<file path="src/rtl/usbh_report_decoder_multi.sv">
// HID report to NES button decoder for up to four pads: report-ID demux, hat/axis D-pad,
// N-report glitch filter, per-pad watchdog, hold-timed menu combo and shared autofire.
module usbh_report_decoder_multi #(
  parameter int C_CLK_HZ       = 6000000,
  parameter int C_AUTOFIRE_HZ  = 10,
  parameter int C_REPORT_BITS  = 64,
  parameter int C_PLAYERS      = 2,
  parameter int C_ID_LSB       = 0,
  parameter int C_ID_BASE      = 1,
  parameter int C_DPAD_MODE    = 0,
  parameter int C_HAT_LSB      = 40,
  parameter int C_AXIS_X_LSB   = 8,
  parameter int C_AXIS_Y_LSB   = 16,
  parameter int C_BTN_LSB      = 44,
  parameter int C_FILTER_N     = 2,
  parameter int C_TIMEOUT_MS   = 100,
  parameter int C_MENU_HOLD_MS = 500
) (
  input  logic                     i_clk,
  input  logic                     i_reset,
  input  logic [C_REPORT_BITS-1:0] i_report,
  input  logic                     i_report_valid,
  output logic [8*C_PLAYERS-1:0]   o_btn,
  output logic [C_PLAYERS-1:0]     o_menu,
  output logic [C_PLAYERS-1:0]     o_timeout
);
  localparam longint TO_TERM_L   = longint'(C_TIMEOUT_MS) * longint'(C_CLK_HZ) / 1000;
  localparam longint MENU_TERM_L = longint'(C_MENU_HOLD_MS) * longint'(C_CLK_HZ) / 1000;
  localparam int TO_TERM   = (TO_TERM_L < 1) ? 1 : int'(TO_TERM_L);
  localparam int MENU_TERM = (MENU_TERM_L < 1) ? 1 : int'(MENU_TERM_L);
  localparam int TO_W      = $clog2(TO_TERM + 1);
  localparam int MENU_W    = $clog2(MENU_TERM + 1);
  localparam int AF_HALF_R = C_CLK_HZ / (2 * C_AUTOFIRE_HZ);
  localparam int AF_HALF   = (AF_HALF_R < 1) ? 1 : AF_HALF_R;
  localparam int AF_W      = $clog2(AF_HALF + 1);
  localparam logic [3:0] FILT_N = 4'(C_FILTER_N);

  // i_report_valid is a one-cycle strobe with no back-pressure: every strobed report is consumed.
  // Decoded state: {all_red, U, D, L, R, start, select, B, A, turboB, turboA}.
  logic [3:0]           hat;
  logic [7:0]           ax_x, ax_y, rep_id, rep_p;
  logic [10:0]          raw_btn, dec;
  logic                 u, d, l, r;
  logic [C_PLAYERS-1:0] hit;

  always_comb begin
    hat     = i_report[C_HAT_LSB +: 4];
    ax_x    = i_report[C_AXIS_X_LSB +: 8];
    ax_y    = i_report[C_AXIS_Y_LSB +: 8];
    raw_btn = i_report[C_BTN_LSB +: 11];
    rep_id  = i_report[C_ID_LSB +: 8];
    rep_p   = rep_id - 8'(C_ID_BASE);
    u = 1'b0; d = 1'b0; l = 1'b0; r = 1'b0;
    if (C_DPAD_MODE == 0) begin
      case (hat)
        4'd0: u = 1'b1;
        4'd1: begin u = 1'b1; r = 1'b1; end
        4'd2: r = 1'b1;
        4'd3: begin d = 1'b1; r = 1'b1; end
        4'd4: d = 1'b1;
        4'd5: begin d = 1'b1; l = 1'b1; end
        4'd6: l = 1'b1;
        4'd7: begin u = 1'b1; l = 1'b1; end
        default: ;
      endcase
    end else begin
      l = (ax_x[7:6] == 2'b00);
      r = (ax_x[7:6] == 2'b11);
      u = (ax_y[7:6] == 2'b00);
      d = (ax_y[7:6] == 2'b11);
    end
    dec = {&raw_btn[6:3], u, d, l, r, raw_btn[1], raw_btn[2],
           raw_btn[8] | raw_btn[10], raw_btn[7] | raw_btn[9],
           raw_btn[4] | raw_btn[6], raw_btn[3] | raw_btn[5]};
    for (int p = 0; p < C_PLAYERS; p++)
      hit[p] = i_report_valid && ((C_PLAYERS == 1) || (rep_p == 8'(p)));
  end

  logic [10:0]          stg_dec_q;
  logic [C_PLAYERS-1:0] stg_hit_q;
  logic [AF_W-1:0]      af_cnt_q;
  logic                 af_ph_q;

  always_ff @(posedge i_clk or posedge i_reset) begin
    if (i_reset) begin
      stg_dec_q <= '0;
      stg_hit_q <= '0;
      af_cnt_q  <= '0;
      af_ph_q   <= 1'b0;
    end else begin
      stg_dec_q <= dec;
      stg_hit_q <= hit;
      if (af_cnt_q == AF_W'(AF_HALF - 1)) begin
        af_cnt_q <= '0;
        af_ph_q  <= ~af_ph_q;
      end else begin
        af_cnt_q <= af_cnt_q + 1'b1;
      end
    end
  end

  for (genvar p = 0; p < C_PLAYERS; p++) begin : g_pl
    logic [10:0]       cand_q, cand_d, acc_q, acc_d;
    logic [3:0]        cnt_q, cnt_d;
    logic [TO_W-1:0]   wd_q, wd_d;
    logic [MENU_W-1:0] menu_q, menu_d;
    logic              to_q, to_d, flush, menu_on;

    // Watchdog runs on the raw strobe so a report on the terminal cycle beats the flush.
    always_comb begin
      wd_d  = wd_q;
      to_d  = to_q;
      flush = 1'b0;
      if (hit[p]) begin
        wd_d = '0;
        to_d = 1'b0;
      end else if (wd_q != TO_W'(TO_TERM)) begin
        wd_d = wd_q + 1'b1;
        if (wd_q == TO_W'(TO_TERM - 1)) begin
          to_d  = 1'b1;
          flush = 1'b1;
        end
      end
      cand_d = cand_q;
      cnt_d  = cnt_q;
      acc_d  = acc_q;
      menu_d = '0;
      if (acc_q[10]) menu_d = menu_on ? menu_q : menu_q + 1'b1;
      if (flush) begin
        cand_d = '0;
        cnt_d  = '0;
        acc_d  = '0;
        menu_d = '0;
      end else if (stg_hit_q[p]) begin
        if (stg_dec_q == cand_q) begin
          cnt_d = (cnt_q >= FILT_N) ? FILT_N : cnt_q + 4'd1;
        end else begin
          cand_d = stg_dec_q;
          cnt_d  = 4'd1;
        end
        if (cnt_d == FILT_N) acc_d = stg_dec_q;
      end
    end

    always_ff @(posedge i_clk or posedge i_reset) begin
      if (i_reset) begin
        cand_q <= '0;
        acc_q  <= '0;
        cnt_q  <= '0;
        wd_q   <= '0;
        menu_q <= '0;
        to_q   <= 1'b1;
      end else begin
        cand_q <= cand_d;
        acc_q  <= acc_d;
        cnt_q  <= cnt_d;
        wd_q   <= wd_d;
        menu_q <= menu_d;
        to_q   <= to_d;
      end
    end

    assign menu_on      = (menu_q == MENU_W'(MENU_TERM));
    assign o_menu[p]    = menu_on;
    assign o_timeout[p] = to_q;
    assign o_btn[8*p +: 8] = {acc_q[6] | menu_on, acc_q[7] | menu_on,
                              acc_q[8] | menu_on, acc_q[9] | menu_on,
                              acc_q[5], acc_q[4],
                              acc_q[3] | (acc_q[1] & af_ph_q),
                              acc_q[2] | (acc_q[0] & af_ph_q)};
  end

endmodule

</file>
<file path="config.mk">
export PLATFORM = sky130hd
export DESIGN_NAME = usbh_report_decoder_multi
export DESIGN_NICKNAME = d
export VERILOG_FILES = /design/src/rtl/usbh_report_decoder_multi.sv
export SDC_FILE = /design/constraint.sdc
export NUM_CORES = 1
export LEC_CHECK = 0
export ABC_AREA = 1
export ABC_CLOCK_PERIOD_IN_PS = 8100
export CAP_MARGIN = 40
export CELL_PAD_IN_SITES_DETAIL_PLACEMENT = 1
export CELL_PAD_IN_SITES_GLOBAL_PLACEMENT = 2
export CORE_ASPECT_RATIO = 2
export CORE_UTILIZATION = 35
export CTS_BUF_LIST = sky130_fd_sc_hd__clkbuf_4 sky130_fd_sc_hd__clkbuf_8
export DETAILED_ROUTE_END_ITERATION = 8
export GPL_TIMING_DRIVEN = 1
export PLACE_DENSITY = 0.79
export SLEW_MARGIN = 20
export SYNTH_ARGS = -nofsm -noshare
export SYNTH_HDL_FRONTEND = slang
export SYNTH_SLANG_ARGS = --single-unit
</file>
<file path="constraint.sdc">
create_clock -name i_clk -period 8.1 [get_ports i_clk]
set_input_delay 2.025 -clock i_clk [delete_from_list [all_inputs] [get_ports i_clk]]
set_output_delay 2.025 -clock i_clk [all_outputs]
set_load 0.005 [all_outputs]
</file>
==> results of run 1 <==
[Yosys cell counts, types with 2 or more instances]
| master | number |
|---|---|
| a21o_1 | 4 |
| a21oi_1 | 36 |
| and2_1 | 2 |
| buf_2 | 8 |
| buf_4 | 13 |
| buf_6 | 4 |
| clkbuf_1 | 2 |
| dfrtp_1 | 169 |
| dfstp_2 | 2 |
| ha_1 | 13 |
| inv_1 | 152 |
| inv_2 | 5 |
| nand2_1 | 333 |
| nand2_2 | 4 |
| nand2_4 | 2 |
| nand3_1 | 98 |
| nand3_2 | 2 |
| nand4_1 | 36 |
| nor2_1 | 219 |
| nor2_2 | 7 |
| nor2_4 | 9 |
| nor3_1 | 44 |
| nor4_1 | 3 |
| o21ai_0 | 12 |
| or2_2 | 7 |
| xnor2_1 | 26 |
| xor2_1 | 45 |
[worst reg2reg max path, delay by kind of cell, from the launching register on]
kind	cells	cell delay [ns]
adder cells (fa/ha/maj)	1	0.27
buffers and inverters	1	0.08
flip-flops	1	0.41
AND/OR/NAND/NOR	8	1.64
[kinds of logic (layout without fill, tap and decap cells)]
kind of cell	count (synthesis)	after routing	share of synthesized area, %
DFF	171	171	44.8
and+or+nand+nor	772	772	35.3
buffers and inverters	185	234	8.37
AOI/OAI and AO/OA	58	58	3.29
adders and majority gates	13	13	1.70
xor gates and xnor gates	71	71	6.51
[cell type report]
type | count | share of cell area, %
timing repair buffer | 46 | 4.29
tap | 348 | 4.10
clock buffer | 18 | 2.33
sequential | 171 | 40.3
inverter | 157 | 5.59
multi-input combinational | 914 | 42.0
clock inverter | 13 | 1.35
[power by group through the flow]
stage / clock, W / combinational (W) / sequential, W
2_1_floorplan: 0 / 0.000177 / 0.000983
3_3_place_gp: 0 / 0.000230 / 0.00100
4_1_cts: 0.000648 / 0.000242 / 0.000988
6_report: 0.000623 / 0.000236 / 0.000988
5_1_grt: 0.000674 / 0.000274 / 0.000998
3_5_place_dp: 0 / 0.000239 / 0.00100
[per-stage QoR]
| step | cell area (um^2) | hold slack [ns] | std cells | worst slack (ns) | total power [W] |
|---|---|---|---|---|---|
| after floorplan | 9550 | 0.433 | 1270 | 1.45 | 0.00116 |
| after global placement | 10200 | 0.453 | 1636 | 3.22 | 0.00123 |
| after detailed placement | 10200 | 0.462 | 1636 | 3.21 | 0.00124 |
| after CTS | 10600 | 0.474 | 1667 | 3.60 | 0.00188 |
| after global routing | 10600 | 0.496 | 1667 | 3.51 | 0.00195 |
| final | 10600 | 0.471 | 1667 | 3.68 | 0.00185 |
[per-layer routing]
metal	global-route usage [%]	share of wire, %	vias up
met4	9.09	3.5	0
met5	0	0	-
met3	3.39	1.7	46
li1	-	-	4039
met1	19.3	36	3938
met2	42.1	59	91
[how the worst max path moves through the flow]
| stage | to | depth (start not counted) | slack, ns | from |
|---|---|---|---|---|
| 2_1_floorplan | af_cnt_q[0] | 1 | 1.45 | i_reset |
| 5_1_grt | o_btn[15] | 8 | 3.51 | g_pl[1].menu_q[0] |
| 3_3_place_gp | g_pl[0].menu_q[1] | 10 | 3.22 | i_report[1] |
| 4_1_cts | o_btn[15] | 8 | 3.60 | g_pl[1].menu_q[0] |
| 3_5_place_dp | g_pl[0].menu_q[1] | 10 | 3.21 | i_report[1] |
| 6_report | o_btn[15] | 8 | 3.68 | g_pl[1].menu_q[0] |
[state kept, by name, summed over array words and instances (netlist names)]
name / flops
g_pl.acc_q: 22
af_cnt_q: 19
g_pl.to_q: 2
g_pl.wd_q: 40
g_pl.cand_q: 22
stg_dec_q: 11
g_pl.cnt_q: 8
stg_hit_q: 2
af_ph_q: 1
g_pl.menu_q: 44
==> flow_metrics.tcl, run 1 <==
set metrics [dict create \
    overflow 0 \
    critPathMaxFanout 6 \
    hold_path_depth 1 \
    initial_core_util_pct 35.5 \
    ys_seq_area_share_pct 44.8 \
    synth_top_area_cell "dfrtp_1" \
    ys_ff_latch 171 \
    grt_pass1_wl_um 45000 \
    syn_avg_cell_area_um2 7.52 \
    post-route-util_pct 39.5 \
    slew_violations 0 \
    startpoint_type "register" \
    ys_warn_count 0 \
    cts_made_buffers 17 \
    fillers 3390 \
    synth_top_area_share_pct 44.3 \
    gp_congestion 0.821 \
    cts_resized 0 \
    p_int_w 0.00128 \
    die_area_um2 28000 \
    hold_viol_final 0 \
    drt_iter0_drc 260 \
    cts_tree "built" \
    fin_crit_sh_pct 54.6 \
    htreeDepth 4 \
    antenna_found_initial 0 \
    hold_class "register to register" \
    diodes 0 \
    clock_latency_ns 0.49 \
    critPathMaxStageDelay_ns 0.49 \
    syn-num-nets 1350 \
    crit_required_ns 6.08 \
    p_leak_nw 4.99 \
    fin_tns_setup_ns 0 \
    worstRegToRegCells 10 \
    portBuffers 44 \
    cpMaxStageDelayCell "clkdlybuf4s50_1" \
    rows 85 \
    antenna_left 0 \
    cts_buffer_depth 2 \
    min_to "g_pl[0].wd_q[14]" \
    drc_errors 0 \
    drive_gt1_share_pct 5.76 \
    netlist_instances 1270 \
    p_per_area_nw_per_um2 174 \
    wirelength_um 26900 \
    clock.fmax_mhz 226 \
    tightest_slew_ns 0.783 \
    layout.area.seq_um2 4280 \
    post_cts_buffers 0 \
    synth_edf_count 0 \
    async_reset_ff_share_pct 100 \
    die_h_um 236 \
    grt_use_total_pct 20.6 \
    run_status "finished clean" \
    ios 87 \
    end_kind "primary output" \
    grt_max_degree 75 \
    grt_pass1_vias 8954 \
    cts-hold-fix-buffers 0 \
    clock_sinks 171 \
    via_count 8114 \
    multi_input_area_um2 4470 \
    final_cell_mix "333 x nand2_1, 219 x nor2_1, 169 x dfrtp_1, 151 x inv_1, 98 x nand3_1" \
    r2r-end "g_pl[1].acc_q[10]" \
    synth.area.top_cells "dfrtp_1 44%, nand2_1 13%, nor2_1 8.6%" \
    path_cells "inv_1 -> ha_1 -> nand3_1 -> nor2_1 -> nand3_1 -> inv_1 -> or2_2 -> clkdlybuf4s50_1" \
    root_buffer "clkbuf_8" \
    dieWidth_um 119 \
    p_clk_share_pct 33.7 \
    drtPass1Iterations 4 \
    coreArea_um2 26900 \
    min_period_ns 4.42 \
    path_clk_slew_ns 0.09 \
    cp_data_arrival_time_ns 2.40 \
    synthToLayoutAreaGrowth_pct 11.3 \
    rr_startpoint "g_pl[1].wd_q[1]" \
    avgViaCountPerCell 4.87 \
    finalSetupViolCount 0 \
    rsz0062_at_grt "false" \
    synth_area_um2 9550 \
    final_common_cell "nand2_1" \
    swShare_pct 30.5 \
    slew_headroom_pct 47.7 \
    vdd.ir_drop.worst_mv 0.0982 \
    power_frac_seq_pct 53.5 \
    cpLargestDelayFamily "buffers and inverters" \
    dp_hpwl_um 20900 \
    cp_num_buf_inv 3 \
    finalClockSkew_ns 0.00783 \
    power_switching_w 0.000563 \
    synth_cell_types 40 \
    min_from "g_pl[0].wd_q[14]" \
    routedWlPerCell_um 16.2 \
    nNetsFinal 1387 \
    yosys_most_used_dff "dfrtp_1" \
    crit_type "register to primary output" \
    p_comb_share_pct 12.8 \
    ff2ff_setup_slack_ns 5.58 \
    maxCapViolations 0 \
]
No activity file was read; power rests on OpenSTA's default activity.
==> run 2: changes to the inputs <==
Settings changed: ABC_CLOCK_PERIOD_IN_PS 8100 to 3650, CORE_UTILIZATION 35 to 32, PLACE_DENSITY 0.79 to 0.76.
Clock period 8.1 ns to 3.65 ns, I/O delays scaled along.
==> flow_metrics.tcl, run 2 (same netlist as run 1, synthesis figures left out) <==
set metrics [dict create \
    synthToLayoutAreaGrowth_pct 13.3 \
    root_buffer "clkbuf_8" \
    cts_tree "built" \
    drtPass1Iterations 4 \
    path_clk_slew_ns 0.10 \
    cts_made_buffers 17 \
    ff2ff_setup_slack_ns 1.08 \
    r2r-end "g_pl[1].acc_q[10]" \
    min_from "g_pl[1].to_q" \
    via_count 8113 \
    fillers 3708 \
    final_cell_mix "333 x nand2_1, 219 x nor2_1, 169 x dfrtp_1, 151 x inv_1, 98 x nand3_1" \
    grt_use_total_pct 19.2 \
    cp_data_arrival_time_ns 2.35 \
    overflow 0 \
    ios 87 \
    vdd.ir_drop.worst_mv 0.194 \
    clock.fmax_mhz 307 \
    antenna_found_initial 1 \
    die_area_um2 30600 \
    fin_crit_sh_pct 89.4 \
    die_h_um 246 \
    cts_buffer_depth 2 \
    maxCapViolations 0 \
    startpoint_type "register" \
    final_common_cell "nand2_1" \
    drt_iter0_drc 264 \
    hold_class "register to register" \
    antenna_left 0 \
    rsz0062_at_grt "false" \
    fin_hold_ws_ns 0.476 \
    dp_hpwl_um 21500 \
    cts_resized 0 \
    nNetsFinal 1397 \
    rr_startpoint "g_pl[1].wd_q[1]" \
    clock_latency_ns 0.49 \
    end_kind "primary output" \
    drc_errors 0 \
    initial_core_util_pct 32.5 \
    clock_sinks 171 \
    htreeDepth 4 \
    slew_headroom_pct 48.8 \
    hold_path_depth 2 \
    min_to "g_pl[1].to_q" \
    grt_max_degree 37 \
    portBuffers 44 \
    wirelength_um 27100 \
    avgViaCountPerCell 4.79 \
    finalClockSkew_ns 0.0128 \
    post_cts_buffers 0 \
    worstRegToRegCells 10 \
    finalSetupViolCount 0 \
    gp_congestion 0.818 \
    coreArea_um2 29400 \
    top_regs "g_pl.menu_q (44), g_pl.wd_q (40)" \
    routedWlPerCell_um 16.0 \
    drive_gt1_share_pct 6.47 \
    slew_violations 0 \
    rows 89 \
    min_period_ns 3.26 \
    run_status "finished clean" \
    crit_required_ns 2.74 \
    cts-hold-fix-buffers 0 \
    fin_tns_setup_ns 0 \
    post-route-util_pct 36.8 \
    p_leak_nw 5.08 \
    critPathMaxFanout 7 \
    hold_viol_final 0 \
    dieWidth_um 124 \
    grt_pass1_wl_um 44500 \
    grt_pass1_vias 8752 \
    p_per_area_nw_per_um2 390 \
    tightest_slew_ns 0.766 \
    regMostFlops "g_pl.menu_q" \
    crit_type "register to primary output" \
    largest_reg_flops 44 \
]
==> run 2: changes by cell type in the layout (fill, tap and decap cells not counted) <==
cell        delta
bufinv_16      +1
buf_12         +5
clkbuf_4       +1
clkinvlp_4     -1
clkbuf_8       +2
inv_6          -3
diode_2        +1
buf_4          +5
==> run 2: per-stage QoR <==
step                      total power (W)  instances  instance area, um^2  worst slack (ns)
final                             0.00421       1694                10800             0.389
after global routing              0.00445       1694                10800             0.162
after CTS                         0.00430       1693                10800             0.296
after detailed placement          0.00279       1662                10400             0.682
after global placement            0.00277       1661                10400             0.719
after floorplan                   0.00257       1270                 9550             0.556
==> run 2: final cells by class <==
cell class	count	area [um^2]	area share, %
Multi-Input combinational cell	914	4470	41.3
Inverter	157	593	5.48
Sequential cell	171	4280	39.6
Timing Repair Buffer	56	593	5.48
Clock buffer	21	283	2.61
Tap cell	364	455	4.21
Clock inverter	10	141	1.31
Antenna cell	1	2.50	0.0231
==> run 2: how the worst max path moves through the flow <==
stage | startpoint | end | slack (ns) | cells after the start
floorplan | i_reset | af_cnt_q[0] | 0.56 | 1
global placement | i_report[1] | g_pl[0].cand_q[10] | 0.72 | 11
detailed placement | i_report[1] | g_pl[0].cand_q[8] | 0.68 | 11
CTS | g_pl[1].menu_q[0] | o_btn[14] | 0.30 | 8
global route | g_pl[1].menu_q[0] | o_btn[13] | 0.16 | 8
finish | g_pl[0].menu_q[17] | o_btn[7] | 0.39 | 6
==> run 2: routing by layer <==
layer	share of wire, %	GRT usage (%)	vias up
met2	59	38.8	78
li1	-	-	4055
met1	36	18.3	3949
met5	0	0	-
met3	1.8	3.36	31
met4	2.6	6.79	0
==> run 2: critical path, stage by stage, from the launching register on <==
cell             delay [ns]
dfrtp_1                0.43
inv_1                  0.17
nand3_1                0.11
nor3_1                 0.21
nand3_1                0.27
nand2_1                0.16
clkdlybuf4s50_1        0.51
==> run 2: report_power, final <==
| part | total, W | internal, W | leakage (nW) | switching [W] |
|---|---|---|---|---|
| Sequential | 0.00220 | 0.00203 | 2.18 | 0.000171 |
| Clock | 0.00147 | 0.000736 | 0.211 | 0.000737 |
| Combinational | 0.000537 | 0.000201 | 2.69 | 0.000336 |
